File: config.mk
export PLATFORM = sky130hd
export DESIGN_NAME = hc595_scan_ctrl_flat
export DESIGN_NICKNAME = d
export VERILOG_FILES = /design/src/rtl/hc595_pkg.sv /design/src/rtl/hc595_scan_ctrl_if.sv /design/src/rtl/hc595_shifter.sv /design/src/rtl/hc595_scan_ctrl.sv /design/src/flat_wrapper.sv
export SDC_FILE = /design/constraint.sdc
export NUM_CORES = 1
export LEC_CHECK = 0
export BUFFER_PORTS_ARGS = -buffer_cell sky130_fd_sc_hd__buf_2
export CAP_MARGIN = 20
export CELL_PAD_IN_SITES_DETAIL_PLACEMENT = 1
export CELL_PAD_IN_SITES_GLOBAL_PLACEMENT = 1
export CORE_UTILIZATION = 44
export CTS_CLUSTER_SIZE = 20
export DETAILED_ROUTE_END_ITERATION = 7
export GPL_TIMING_DRIVEN = 0
export HOLD_SLACK_MARGIN = 0.05
export PLACE_DENSITY = 0.8
export SLEW_MARGIN = 20
export SYNTH_ARGS = -nofsm -noshare
export SYNTH_HDL_FRONTEND = slang
export SYNTH_SLANG_ARGS = --single-unit
File: constraint.sdc
create_clock -name clk -period 3.52 [get_ports clk]
set_input_delay 0.352 -clock clk [delete_from_list [all_inputs] [get_ports clk]]
set_output_delay 0.352 -clock clk [all_outputs]
set_load 0.02 [all_outputs]
File: src/rtl/hc595_pkg.sv
// Shared types and constants for the 74HC595 display scan controller.
package hc595_pkg;

  // Bits per serial frame: segment byte (far 595) followed by digit-select byte (near 595).
  localparam int FRAME_BITS = 16;

  // Segment byte value that lights nothing, before any active-low inversion.
  localparam logic [7:0] SEG_OFF_HI = 8'h00;

  // Hex digit to {dp,g,f,e,d,c,b,a}, active-high, dp clear. Entry n sits at SEG_LUT[n].
  localparam logic [15:0][7:0] SEG_LUT = {
    8'h71, 8'h79, 8'h5E, 8'h39, 8'h7C, 8'h77, 8'h6F, 8'h7F,
    8'h07, 8'h7D, 8'h6D, 8'h66, 8'h4F, 8'h5B, 8'h06, 8'h3F
  };

  typedef enum logic [2:0] {
    IDLE,
    LOAD,
    SHIFT_LO,
    SHIFT_HI,
    LATCH
  } state_t;

endpackage

File: src/rtl/hc595_scan_ctrl_if.sv
// Display-data inputs and 595 pin outputs of the scan controller.
interface hc595_scan_ctrl_if #(
  parameter int NUM_DIGITS = 8
);
  logic [4*NUM_DIGITS-1:0] digit_data;
  logic [NUM_DIGITS-1:0]   dp_mask;
  logic                    blank;
  logic                    clk595;
  logic                    out595;
  logic                    lock595;
  logic                    busy;
  logic                    frame_done;

  // Application side: supplies digits, observes the pins and status.
  modport master (
    output digit_data, dp_mask, blank,
    input  clk595, out595, lock595, busy, frame_done
  );

  // Controller side.
  modport slave (
    input  digit_data, dp_mask, blank,
    output clk595, out595, lock595, busy, frame_done
  );
endinterface

File: src/rtl/hc595_shifter.sv
// Serialises one 16-bit frame MSB first onto the 595 pins, then strobes the latch.
module hc595_shifter
  import hc595_pkg::*;
#(
  parameter int CLK_DIV = 4
) (
  input  logic                  clk,
  input  logic                  rst,
  input  logic [FRAME_BITS-1:0] word,
  input  logic                  start,
  output logic                  accept,
  output logic                  clk595,
  output logic                  out595,
  output logic                  lock595,
  output logic                  busy,
  output logic                  done
);

  localparam int DW = (CLK_DIV > 1) ? $clog2(CLK_DIV) : 1;
  localparam int BW = $clog2(FRAME_BITS);

  state_t                state;
  state_t                state_next;
  logic [DW-1:0]         div_cnt;
  logic                  div_last;
  logic [BW-1:0]         bit_cnt;
  logic [FRAME_BITS-1:0] word_q;

  assign div_last = (div_cnt == DW'(CLK_DIV - 1));

  // A request is taken in the cycle the shifter leaves IDLE for LOAD.
  assign accept = (state == IDLE) && start;

  // State register.
  always_ff @(posedge clk or posedge rst) begin
    // NOTE: sequential state uses non-blocking assignments so every flop samples pre-edge values.
    if (rst) state <= IDLE;
    else     state <= state_next;
  end

  // Next-state decode.
  always_comb begin
    // NOTE: default first so no path through the case leaves state_next unassigned (no latch).
    state_next = state;
    unique case (state)
      IDLE:     if (start) state_next = LOAD;
      LOAD:     state_next = SHIFT_LO;
      SHIFT_LO: if (div_last) state_next = SHIFT_HI;
      SHIFT_HI: if (div_last) state_next = (bit_cnt == '0) ? LATCH : SHIFT_LO;
      LATCH:    if (div_last) state_next = IDLE;
      default:  state_next = IDLE;
    endcase
  end

  // Phase divider, frame snapshot, bit counter and serial data.
  always_ff @(posedge clk or posedge rst) begin
    if (rst) begin
      div_cnt <= '0;
      bit_cnt <= '0;
      word_q  <= '0;
      out595  <= 1'b0;
    end else begin
      if (state_next != state || state == IDLE) div_cnt <= '0;
      else                                      div_cnt <= div_cnt + 1'b1;

      if (state == LOAD) begin
        word_q  <= word;
        bit_cnt <= BW'(FRAME_BITS - 1);
        out595  <= word[FRAME_BITS-1];
      end else if (state == SHIFT_HI && div_last && bit_cnt != '0) begin
        // New data is presented as clk595 falls, a full half-period before the next rise.
        bit_cnt <= bit_cnt - 1'b1;
        out595  <= word_q[bit_cnt - 1'b1];
      end
    end
  end

  // Pin and status registers, decoded from the state being entered so they align with it.
  always_ff @(posedge clk or posedge rst) begin
    if (rst) begin
      clk595  <= 1'b0;
      lock595 <= 1'b0;
      busy    <= 1'b0;
      done    <= 1'b0;
    end else begin
      clk595  <= (state_next == SHIFT_HI);
      lock595 <= (state_next == LATCH);
      busy    <= (state_next != IDLE);
      done    <= (state == LATCH) && div_last;
    end
  end

endmodule

File: src/rtl/hc595_scan_ctrl.sv
// Multiplexed 7-segment scan controller driving two daisy-chained 74HC595s.
module hc595_scan_ctrl
  import hc595_pkg::*;
#(
  parameter int CLK_DIV        = 4,
  parameter int SCAN_CYCLES    = 50000,
  parameter int NUM_DIGITS     = 8,
  parameter bit SEG_ACTIVE_LOW = 1'b1
) (
  input logic              clk,
  input logic              rst,
  hc595_scan_ctrl_if.slave bus
);

  localparam int TW = $clog2(SCAN_CYCLES);

  logic [TW-1:0]         timer;
  logic                  scan_tick;
  logic                  pending;
  logic [2:0]            idx;
  logic                  accept;
  logic                  frame_done;
  logic [3:0]            nibble;
  logic                  dp;
  logic [7:0]            seg_hi;
  logic [7:0]            seg;
  logic [7:0]            sel;
  logic [FRAME_BITS-1:0] word;

  assign scan_tick      = (timer == TW'(SCAN_CYCLES - 1));
  assign bus.frame_done = frame_done;

  // Free-running digit-slot timer.
  always_ff @(posedge clk or posedge rst) begin
    if (rst)            timer <= '0;
    else if (scan_tick) timer <= '0;
    else                timer <= timer + 1'b1;
  end

  // One-deep refresh request; a tick in the same cycle as the accept wins over the clear.
  always_ff @(posedge clk or posedge rst) begin
    if (rst) pending <= 1'b0;
    else     pending <= scan_tick | (pending & ~accept);
  end

  // Digit index advances once per completed frame.
  always_ff @(posedge clk or posedge rst) begin
    if (rst)             idx <= '0;
    else if (frame_done) idx <= (idx == 3'(NUM_DIGITS - 1)) ? 3'd0 : idx + 3'd1;
  end

  // Frame word for the current digit; the shifter snapshots it during LOAD.
  always_comb begin
    nibble = '0;
    dp     = 1'b0;
    for (int i = 0; i < NUM_DIGITS; i++) begin
      if (idx == 3'(i)) begin
        nibble = bus.digit_data[4*i +: 4];
        dp     = bus.dp_mask[i];
      end
    end
    seg_hi = SEG_LUT[nibble] | {dp, 7'b0};
    if (bus.blank) seg_hi = SEG_OFF_HI;
    seg  = SEG_ACTIVE_LOW ? ~seg_hi : seg_hi;
    sel  = 8'b1 << idx;
    word = {seg, sel};
  end

  hc595_shifter #(
    .CLK_DIV (CLK_DIV)
  ) u_shifter (
    .clk     (clk),
    .rst     (rst),
    .word    (word),
    .start   (pending),
    .accept  (accept),
    .clk595  (bus.clk595),
    .out595  (bus.out595),
    .lock595 (bus.lock595),
    .busy    (bus.busy),
    .done    (frame_done)
  );

endmodule

File: src/flat_wrapper.sv
// flat-port wrapper written by rule: the top's interface ports become plain ports
module hc595_scan_ctrl_flat import hc595_pkg::*;
#(
  parameter int CLK_DIV        = 4,
  parameter int SCAN_CYCLES    = 50000,
  parameter int NUM_DIGITS     = 8,
  parameter bit SEG_ACTIVE_LOW = 1'b1
)
  (clk, rst, bus_digit_data, bus_dp_mask, bus_blank, bus_clk595, bus_out595, bus_lock595, bus_busy, bus_frame_done);
  hc595_scan_ctrl_if #(.NUM_DIGITS(NUM_DIGITS)) bus_i ();
  input logic clk;
  input logic rst;
  input wire logic [$bits(bus_i.digit_data)-1:0] bus_digit_data;
  input wire logic [$bits(bus_i.dp_mask)-1:0] bus_dp_mask;
  input wire logic [$bits(bus_i.blank)-1:0] bus_blank;
  output wire logic [$bits(bus_i.clk595)-1:0] bus_clk595;
  output wire logic [$bits(bus_i.out595)-1:0] bus_out595;
  output wire logic [$bits(bus_i.lock595)-1:0] bus_lock595;
  output wire logic [$bits(bus_i.busy)-1:0] bus_busy;
  output wire logic [$bits(bus_i.frame_done)-1:0] bus_frame_done;
  assign bus_i.digit_data = bus_digit_data;
  assign bus_i.dp_mask = bus_dp_mask;
  assign bus_i.blank = bus_blank;
  assign bus_clk595 = bus_i.clk595;
  assign bus_out595 = bus_i.out595;
  assign bus_lock595 = bus_i.lock595;
  assign bus_busy = bus_i.busy;
  assign bus_frame_done = bus_i.frame_done;
  hc595_scan_ctrl #(.CLK_DIV(CLK_DIV), .SCAN_CYCLES(SCAN_CYCLES), .NUM_DIGITS(NUM_DIGITS), .SEG_ACTIVE_LOW(SEG_ACTIVE_LOW)) u_core (.clk(clk), .rst(rst), .bus(bus_i));
endmodule
### Word level (Yosys, flattened, before mapping)

Memory sizes are Yosys's and may differ from the RTL's.
Index checks and enable logic that the tools add are counted.
Widths: inputs -> output; s select.

| word-level totals | value |
|---|---|
| flip-flop bits (word level) | 50 |
| memory bits (read-only) | 128 |
| bits of input ports | 43 |
| output and inout bits | 5 |
| logic and storage cells | 85 |
| memories | 1 |

Memories:

| name | words | bits a word | rd ports | clocked after memory_dff | wr ports | RTL line | RTL |
|---|---|---|---|---|---|---|---|
| (name not given) | 16 | 8 | 1 | 0 | 0 | hc595_scan_ctrl.sv:62 | `seg_hi = SEG_LUT[nibble] \| {dp, 7'b0};` |

| operators by class | value |
|---|---|
| add/subtract/negate cells | 4 |
| magnitude comparators | 2 |
| equality and inequality tests | 16 |
| shifts and indexed selects | 1 |
| mux-type cells | 33 |
| bitwise operators | 5 |
| reductions and logical operators | 11 |

Operators by type and width:

| cell | count |
|---|---|
| $mux 4 | 10 |
| $eq 3x3->1 const B | 6 |
| $mux 3 | 6 |
| $add 16x1->16 const B | 1 |
| $eq 16x16->1 const B | 1 |
| $mux 16 | 1 |
| $mux 8 | 2 |
| $eq 3x2->1 const B | 5 |
| $pmux 3 s5 | 1 |
| $mux 1 | 11 |
| $lt 4x5->1 const B | 2 |
| $not 8->8 | 1 |
| $or 8x8->8 | 1 |
| $shl 1x3->8 const A | 1 |
| $eq 3x1->1 const B | 2 |
| $logic_not 3->1 | 2 |
| $bmux 1 s4 | 1 |
| $logic_and 1x1->1 | 4 |
| $logic_not 4->1 | 1 |
| $reduce_bool 4->1 | 1 |
| $sub 4x1->4 const B | 1 |
| $add 3x1->3 const B | 1 |
| $ne 3x3->1 | 1 |
| $reduce_bool 3->1 | 1 |
| 8 further kinds | 8 |

### Longest topological paths before layout

Gate-level depths: netlist of run 1.

| depth | value |
|---|---|
| depth in word-level cells | 15 |
| mapped depth | 13 |

### By module

Synthesis of run 1 repeated with hierarchy kept, for this count alone.

| second synthesis, totals | value |
|---|---|
| cells, all modules | 367 |
| area total of the unflattened synthesis | 3255.6 µm² |

By module, submodules not included:

| module | instances | cells an instance | area an instance (µm²) |
|---|---|---|---|
| hc595_scan_ctrl | 1 | 224 | 1826.8 |
| hc595_shifter | 1 | 143 | 1428.9 |

### Worst setup path after synthesis of run 1

Ideal clock, no wire load.

| timing | value |
|---|---|
| kind | register -> register |
| start point | register u_core.idx[2] |
| end point | register u_core.u_shifter.word_q[11] |
| arrival | 2.693 ns |
| path slack | 0.694 ns |
| stages on the path, launching flop included | 13 |
| path buffers | 2 |
| clock period less this slack | 2.826 ns |
| cell sequence | dfrtp_1 -> inv_2 -> buf_2 -> ha_1 -> buf_2 -> a2111oi_0 -> o22ai_1 -> a21oi_1 -> inv_1 -> ha_1 -> nor2_1 -> a2111oi_1 -> nor3_1 |

| between the ends | value |
|---|---|
| word-level cells in the longest chain between the ends | 14 |

Ends and longest elaborated chain:

| what | RTL line | RTL |
|---|---|---|
| from (decl) | hc595_scan_ctrl.sv:20 | `logic [2:0] idx;` |
| from (signal assigned) | hc595_scan_ctrl.sv:49 | `else if (frame_done) idx <= (idx == 3'(NUM_DIGITS - 1)) ? 3'd0 : idx + 3'd1;` |
| $logic_not 3->1 | hc595_scan_ctrl.sv:57 | `if (idx == 3'(i)) begin` |
| $mux 4 (7 in series) | hc595_scan_ctrl.sv:57 |  |
| $mux 4 (*) | hc595_scan_ctrl.sv:57 |  |
| $mem_v2 16x8 (*) | - |  |
| $mux 8 (not written as such) (*) | hc595_scan_ctrl.sv:62 |  |
| $or 8x8->8 (*) | hc595_scan_ctrl.sv:62 |  |
| $mux 8 (*) | hc595_scan_ctrl.sv:63 | `if (bus.blank) seg_hi = SEG_OFF_HI;` |
| $not 8->8 (*) | hc595_scan_ctrl.sv:64 | `seg = SEG_ACTIVE_LOW ? ~seg_hi : seg_hi;` |
| to (signal assigned) | hc595_shifter.sv:67 | `word_q <= word;` |
| to (decl) | hc595_shifter.sv:27 | `logic [FRAME_BITS-1:0] word_q;` |

Mark *: on every way between the ends. The rest lies on a longest branch, timed or not. The select of a mux whose other input is x is not followed.
A chain may end at the register's enable or synchronous reset.

### Worst setup path in the final report of run 1

Ends and elaborated chain as after synthesis.

==> results of run 1 <==
[worst register-to-register path: stages, from the launching register on]
cell       delay [ns]
dfrtp_2          0.45
inv_2            0.07
buf_2            0.19
ha_1             0.30
buf_2            0.23
a2111oi_1        0.42
o22ai_1          0.21
a21oi_2          0.31
inv_1            0.14
ha_1             0.34
nor2_1           0.06
a2111oi_2        0.34
nor3_1           0.09
[logic make-up after synthesis]
logic type               Yosys count  synth area share [%]
AO/OA/AOI/OAI                     75                  17.7
XOR/XNOR                          19                  5.34
adder cells (fa/ha/maj)           16                  6.42
buffers and inverters             31                  4.78
flip-flops                        50                  40.1
multiplexers                       6                  3.93
AND/OR/NAND/NOR                  133                  21.7
[sequential cells by signal (all words and copies together), names as in the netlist]
signal	flops
u_core.timer	16
u_core.u_shifter.word_q	16
u_core.u_shifter.bit_cnt	4
u_core.idx	3
u_core.u_shifter.state	3
u_core.u_shifter.div_cnt	2
u_core.pending	1
u_core.u_shifter.busy	1
u_core.u_shifter.clk595	1
u_core.u_shifter.done	1
u_core.u_shifter.lock595	1
u_core.u_shifter.out595	1
[layout make-up]
type                       count  area, µm²
tap                           96        120
inverter                      14       52.6
clock buffer                   5       68.8
fill                         841       3230
buffer                        17       96.3
multi-input combinational    249       1730
timing repair buffer          49        265
clock inverter                 3       18.8
sequential                    50       1250
[placed cells by master (no fill, tap or decap), types with 3 or more instances in the layout]
cell type | Yosys | final
buf_6 | 3 | 3
nor2b_1 | 7 | 7
a2111oi_2 | 3 | 4
clkbuf_1 | 8 | 8
a21oi_1 | 18 | 17
nand2b_1 | 7 | 7
o21ai_0 | 13 | 13
dfrtp_1 | 50 | 49
ha_1 | 16 | 16
and2_1 | 4 | 4
nand3b_1 | 5 | 5
nand3_1 | 14 | 14
clkbuf_8 | 0 | 5
xnor2_1 | 7 | 7
o22ai_1 | 6 | 6
nor3b_1 | 3 | 3
xor2_1 | 12 | 12
buf_2 | 5 | 52
and3_1 | 7 | 7
nor2_1 | 28 | 28
inv_1 | 13 | 12
o31ai_1 | 6 | 6
nor3_1 | 7 | 7
mux4_2 | 5 | 5
nand2_1 | 38 | 38
[power by group through the flow]
stage	combinational [mW]	sequential, mW	clock, mW
after floorplan	0.0405	0.588	0
after global routing	0.0902	0.577	0.373
after global placement	0.0755	0.588	0
after CTS	0.0811	0.577	0.351
after detailed placement	0.0794	0.588	0
final	0.0815	0.577	0.341
[how the worst min path moves through the flow]
stage                                              to  slack, ns                         from  cells after the start
after floorplan           u_core.u_shifter.div_cnt[0]       0.41  u_core.u_shifter.div_cnt[0]                      1
after global placement    u_core.u_shifter.div_cnt[0]       0.43  u_core.u_shifter.div_cnt[0]                      1
after detailed placement                u_core.idx[2]       0.36                          rst                      2
after CTS                 u_core.u_shifter.word_q[13]       0.43                    bus_blank                      3
after global routing      u_core.u_shifter.word_q[14]       0.46                    bus_blank                      3
final                     u_core.u_shifter.word_q[13]       0.43                    bus_blank                      3
[timing repair]
item	in CTS	in global routing
endpoints found under the hold margin	17	0
endpoints found under the setup margin	1	2
hold buffers	1	0
gates resized for setup	1	3
pin swaps	0	0
[through the flow]
stage	power [mW]	instances	hold slack, ns
floorplan	0.628	330	0.415
global placement	0.664	473	0.428
detailed placement	0.668	474	0.365
CTS	1.01	483	0.429
global route	1.04	483	0.461
finish	0.999	483	0.428
[metal layers]
layer	GRT usage (%)	vias to the layer above
met5	0	-
met4	5.61	0
met3	3.14	8
met2	42.4	66
met1	30.1	1281
li1	-	1282
==> results.md, run 1 <==
- Syn nets: 389
- Launching instance or port of the critical path: u_core.idx[2]
- Total routing usage reported by global routing: 23.6%
- Unrepaired setup endpoints after global routing: no
- Maximum clock skew at final layout: 0.00681 ns
- Worst slew margin: 53.1%
- Number of buffers added by the clock tree synthesis step: 5
- Latest clock arrival within the worst-skew pair: 0.31 ns
- Critical path capture point type: register
- Status: complete, no violations
- Post-Route Utilization: 52.7%
- Highest-delay cell along the critical path: dfrtp_2
- Most repeated cell in the gate-level netlist after synthesis: dfrtp_1
- Pwr per Cell Area: 277 nW/µm²
- Via count of the first global-routing pass: 2792
- Proportion of layout cells with a drive suffix above 1: 22.7%
- Max-capacitance violation count: 0
- Setup TNS after final layout: 0 ns
- Remaining antenna violation count: 0
- Remaining routing DRC violations: 0
- Maximum number of pins on one net before global-route repair: 34
- Worst path bufs/invs: 4
- Top layer reached by signal wires: met4
- Actual slew at the worst max-slew pin: 0.695 ns
- Leading cell types by count after synthesis: dfrtp_1, nand2_1, nor2_1, a21oi_1, ha_1
- Data arrival time of the critical path: 3.47 ns
- Weighted congestion reported at the end of routability-driven placement: 0.848
- Fraction of the yosys area taken by sequential cells: 40.1%
- Slowest cell delay on critical path: 0.45 ns
- Detailed Route WL: 8200 µm
- Core Area: 6830 µm²
- Die X-Extent: 86.2 µm
- Pre-CTS setup slack: -0.0242 ns
- Launching element type of the critical path: register
- Cell type contributing the most total cell area after synthesis: dfrtp_1
- Final-report max-slew violation count: 0
- Clock tree root buffer cell: clkbuf_8
- Comb pwr share: 8.2%
- Count of flip-flops with a built-in enable after synthesis: 0
- Initial antenna violation count: 0
- CTS H-tree lvls: 2
- Area Growth Syn to Fin: 15.5%
- Detailed-routing iteration count for the pre-antenna-repair pass: 4
- Dominant synthesized flop cell: dfrtp_1
- Clock transition at the register clock pins on the worst setup and hold paths after CTS: 0.09 ns
- Final worst path period share: 93.3%
- Power share of the sequential group: 57.7%
- Count of buffers added by post-CTS timing repair for setup: 0
- Worst reg2reg startpoint: u_core.idx[2]
- Number of standard-cell rows in the floorplan: 30
- Setup slack of the most critical reg-to-reg path: 0.24 ns
- Post-layout net count: 445
- Number of hold violations in the final report: 0
- Total Die Area: 7430 µm²
- Total congestion overflow: 0
- Ports placed on the boundary: 48
- Post-Place Cell Area: 3490 µm²
- Hold crit path type: in -> reg
- Crit path cell chain: inv_2 > buf_2 > ha_1 > buf_2 > a2111oi_1 > o22ai_1 > a21oi_2 > inv_1 > ha_1 > nor2_1 > a2111oi_2 > nor3_1
- Initial Util: 45.6%
- Routed met1 length: 3670 µm
- TritonCTS clock tree: done
- Largest delay contributor family on the critical path: compound AO/OA/AOI/OAI gates
- Drt initial violations: 37
- Count of inserted antenna diode cells: 0
- First-pass GRT wire length: 13600 µm
- Routed wire length per instance: 17.0 µm
- Post-Layout Inst Area: 3600 µm²
- R2r endpoint: u_core.u_shifter.word_q[11]
- Max IR drop VDD: 0.125 mV
- Clock network power share: 34.1%
- Path type of the worst setup path: reg -> reg
- Dominant cells by area after synthesis: dfrtp_1, ha_1, nand2_1
- Met2 Wirelength: 4130 µm
- Net switching share of the total power: 24.6%
- Die height: 86.2 µm
- Leakage power total: 1.67 nW
- Fraction of post-synthesis cell area in the top cell type by area: 40.1%
- Worst setup path endpoint: u_core.u_shifter.word_q[11]
- Final setup vio count: 0
- Worst setup slack after layout: 0.236 ns
- Highest clock rate: 0.304 GHz
- Synthesized flop and latch total: 50
- Sum of net half-perimeters after detailed placement: 6270 µm
- Maximum number of buffers from clock root to sink: 2
- Syn Std Cell Area: 3120 µm²
- Critical Path RT: 3.70 ns
- Total number of vias: 2637
- Sinks on Clock Net: 50
- Worst R2R Path Depth: 12
- Synthesized netlist cell count: 330
- Post-synthesis average cell area: 9.45 µm²
- Number of different library cells in the post-synthesis netlist: 60
- Stages on worst setup path: 12
- Post-synthesis async set-or-reset flop share: 100%
- Largest driver fanout on the critical path: 10
- Internal: 0.753 mW
- Final worst path period need: 3.28 ns
- Yosys warning total: 0
- Via density per instance: 5.46
- Switching power total: 0.246 mW
- Buffers on Ports: 47
- Met3 routed WL: 301 µm
Note: power is estimated with default switching activity, not from simulation.
==> run 2, diff against run 1 <==
Settings changed: CORE_ASPECT_RATIO set to 0.5, CORE_UTILIZATION 44 to 25, PLACE_DENSITY 0.8 to 0.53.
==> run 2 against run 1 <==
Global-route usage shrank 9.3 points. Count of clock-buffer cells in the layout grew 1. Total power grew 20%. Cell count grew 14%. Clock power grew 60%.
==> results.md, run 2 (synthesis gave the netlist of run 1 again) <==
- Launching element type of the critical path: register
- TritonCTS clock tree: done
- Remaining antenna violation count: 0
- Worst slew margin: 59.4%
- Die height: 81.0 µm
- Weighted congestion reported at the end of routability-driven placement: 0.804
- Count of inserted antenna diode cells: 0
- Ports placed on the boundary: 48
- Data arrival time of the critical path: 3.36 ns
- Post-layout net count: 447
- Pwr per Cell Area: 319 nW/µm²
- Drt initial violations: 66
- Clock transition at the register clock pins on the worst setup and hold paths after CTS: 0.06 ns
- Detailed-routing iteration count for the pre-antenna-repair pass: 4
- Clock tree root buffer cell: clkbuf_16
- Remaining routing DRC violations: 0
- Slowest cell delay on critical path: 0.43 ns
- Leakage power total: 1.72 nW
- Maximum number of pins on one net before global-route repair: 31
- Routed wire length per instance: 15.7 µm
- Biggest regs: u_core.timer: 16 flops, u_core.u_shifter.word_q: 16 flops, u_core.u_shifter.bit_cnt: 4 flops
- Maximum number of buffers from clock root to sink: 2
- Total number of vias: 2691
- Largest delay contributor family on the critical path: compound AO/OA/AOI/OAI gates
- Crit path cell chain: inv_2 > buf_2 > ha_1 > buf_2 > a2111oi_0 > o22ai_1 > a21oi_2 > inv_1 > ha_1 > nor2_1 > a2111oi_1 > nor3_1
- Latest clock arrival within the worst-skew pair: 0.28 ns
- Total Die Area: 12900 µm²
- Highest-delay cell along the critical path: dfrtp_2
- Post-Layout Cell Count: 553
- First-pass GRT wire length: 14600 µm
- Total of hold buffers inserted after clock tree synthesis: 0
- Power consumption: 1.20 mW
- Proportion of layout cells with a drive suffix above 1: 22.9%
- Number of instances in the placed design: 543
- Most frequent cells in the layout: buf_2, dfrtp_1, nand2_1, nor2_1, a21oi_1
- CTS H-tree lvls: 2
- Area Growth Syn to Fin: 21.1%
- Worst path bufs/invs: 4
- Core Area: 12000 µm²
- Status: complete, no violations
- Largest driver fanout on the critical path: 10
- Via density per instance: 4.87
- Critical path capture point type: register
- Initial antenna violation count: 0
- Number of hold violations in the final report: 0
- Actual slew at the worst max-slew pin: 0.607 ns
- Max IR drop VDD: 0.198 mV
- Final worst path period need: 3.20 ns
- Unrepaired setup endpoints after global routing: no
- Hold crit path type: in -> async
- Initial Util: 26.0%
- Total congestion overflow: 0
- Final-report max-slew violation count: 0
- Critical Path RT: 3.67 ns
- Setup TNS after final layout: 0 ns
- Number of buffers added by the clock tree synthesis step: 5
- Sinks on Clock Net: 50
- Number of standard-cell rows in the floorplan: 28
- Detailed Route WL: 8670 µm
- Final worst path period share: 91.0%
- Path type of the worst setup path: reg -> reg
- Max-capacitance violation count: 0
- Sum of net half-perimeters after detailed placement: 6680 µm
- Highest clock rate: 0.312 GHz
- Post-Route Utilization: 31.5%
- Total routing usage reported by global routing: 14.3%
- Buffers on Ports: 47
- Filler Cell Count: 1416
- Maximum clock skew at final layout: 0.00327 ns
- Via count of the first global-routing pass: 2864
- Most common library cell in the layout ignoring fill and taps: buf_2
- Die X-Extent: 160 µm
- Final setup vio count: 0
## run 2: report_power, final
group / leakage [nW] / total, mW / internal (mW) / switching (mW)
combinational: 0.976 / 0.0822 / 0.0384 / 0.0439
clock: 0.0829 / 0.544 / 0.351 / 0.194
sequential: 0.656 / 0.577 / 0.576 / 0.000783
total: 1.72 / 1.20 / 0.965 / 0.238
## run 2: path summary, 6_finish.rpt
check                                            start                     endpoint  slack [ns]  cells after the start
max                                      u_core.idx[2]  u_core.u_shifter.word_q[11]        0.32                     12
min                                                rst  u_core.u_shifter.word_q[13]        0.09                      2
max reg2reg                              u_core.idx[2]  u_core.u_shifter.word_q[11]        0.32                     12
min reg2reg                u_core.u_shifter.div_cnt[0]  u_core.u_shifter.div_cnt[0]        0.44                      1
max in group asynchronous                          rst                u_core.idx[2]        2.88                      3
min in group clk           u_core.u_shifter.div_cnt[0]  u_core.u_shifter.div_cnt[0]        0.44                      1
## run 2: what timing repair did
action	CTS	global route
resized for setup	1	1
endpoints found under the hold margin	0	0
pin swaps	0	1
endpoints found under the setup margin	1	1
gates cloned	0	0
buffers inserted	0	3
## run 2: per-layer routing
layer  part of all wire, %  track usage, %  up-vias
li1                      -               -     1286
met1                    48            18.0     1353
met2                    48            26.3       44
met3                   2.1            1.63        8
met4                   1.2            3.90        0
met5                     0               0        -
## run 2: metrics by stage
step | hold slack (ns) | cell area [µm²] | worst slack (ns)
after floorplan | 0.415 | 3120 | 0.694
after global placement | 0.428 | 3560 | 0.0577
after detailed placement | 0.404 | 3580 | 0.0553
after CTS | 0.0935 | 3750 | 0.156
after global routing | 0.112 | 3780 | 0.0519
final | 0.0879 | 3780 | 0.315
## run 2: area by class of cell
class | count | area [µm²] | area share [%]
Tap cell | 165 | 206 | 5.47
Multi-Input combinational cell | 249 | 1720 | 45.6
Buffer | 17 | 96.3 | 2.55
Timing Repair Buffer | 51 | 278 | 7.36
Clock buffer | 6 | 139 | 3.68
Clock inverter | 1 | 30.0 | 0.795
Inverter | 14 | 52.6 | 1.39
Sequential cell | 50 | 1250 | 33.2
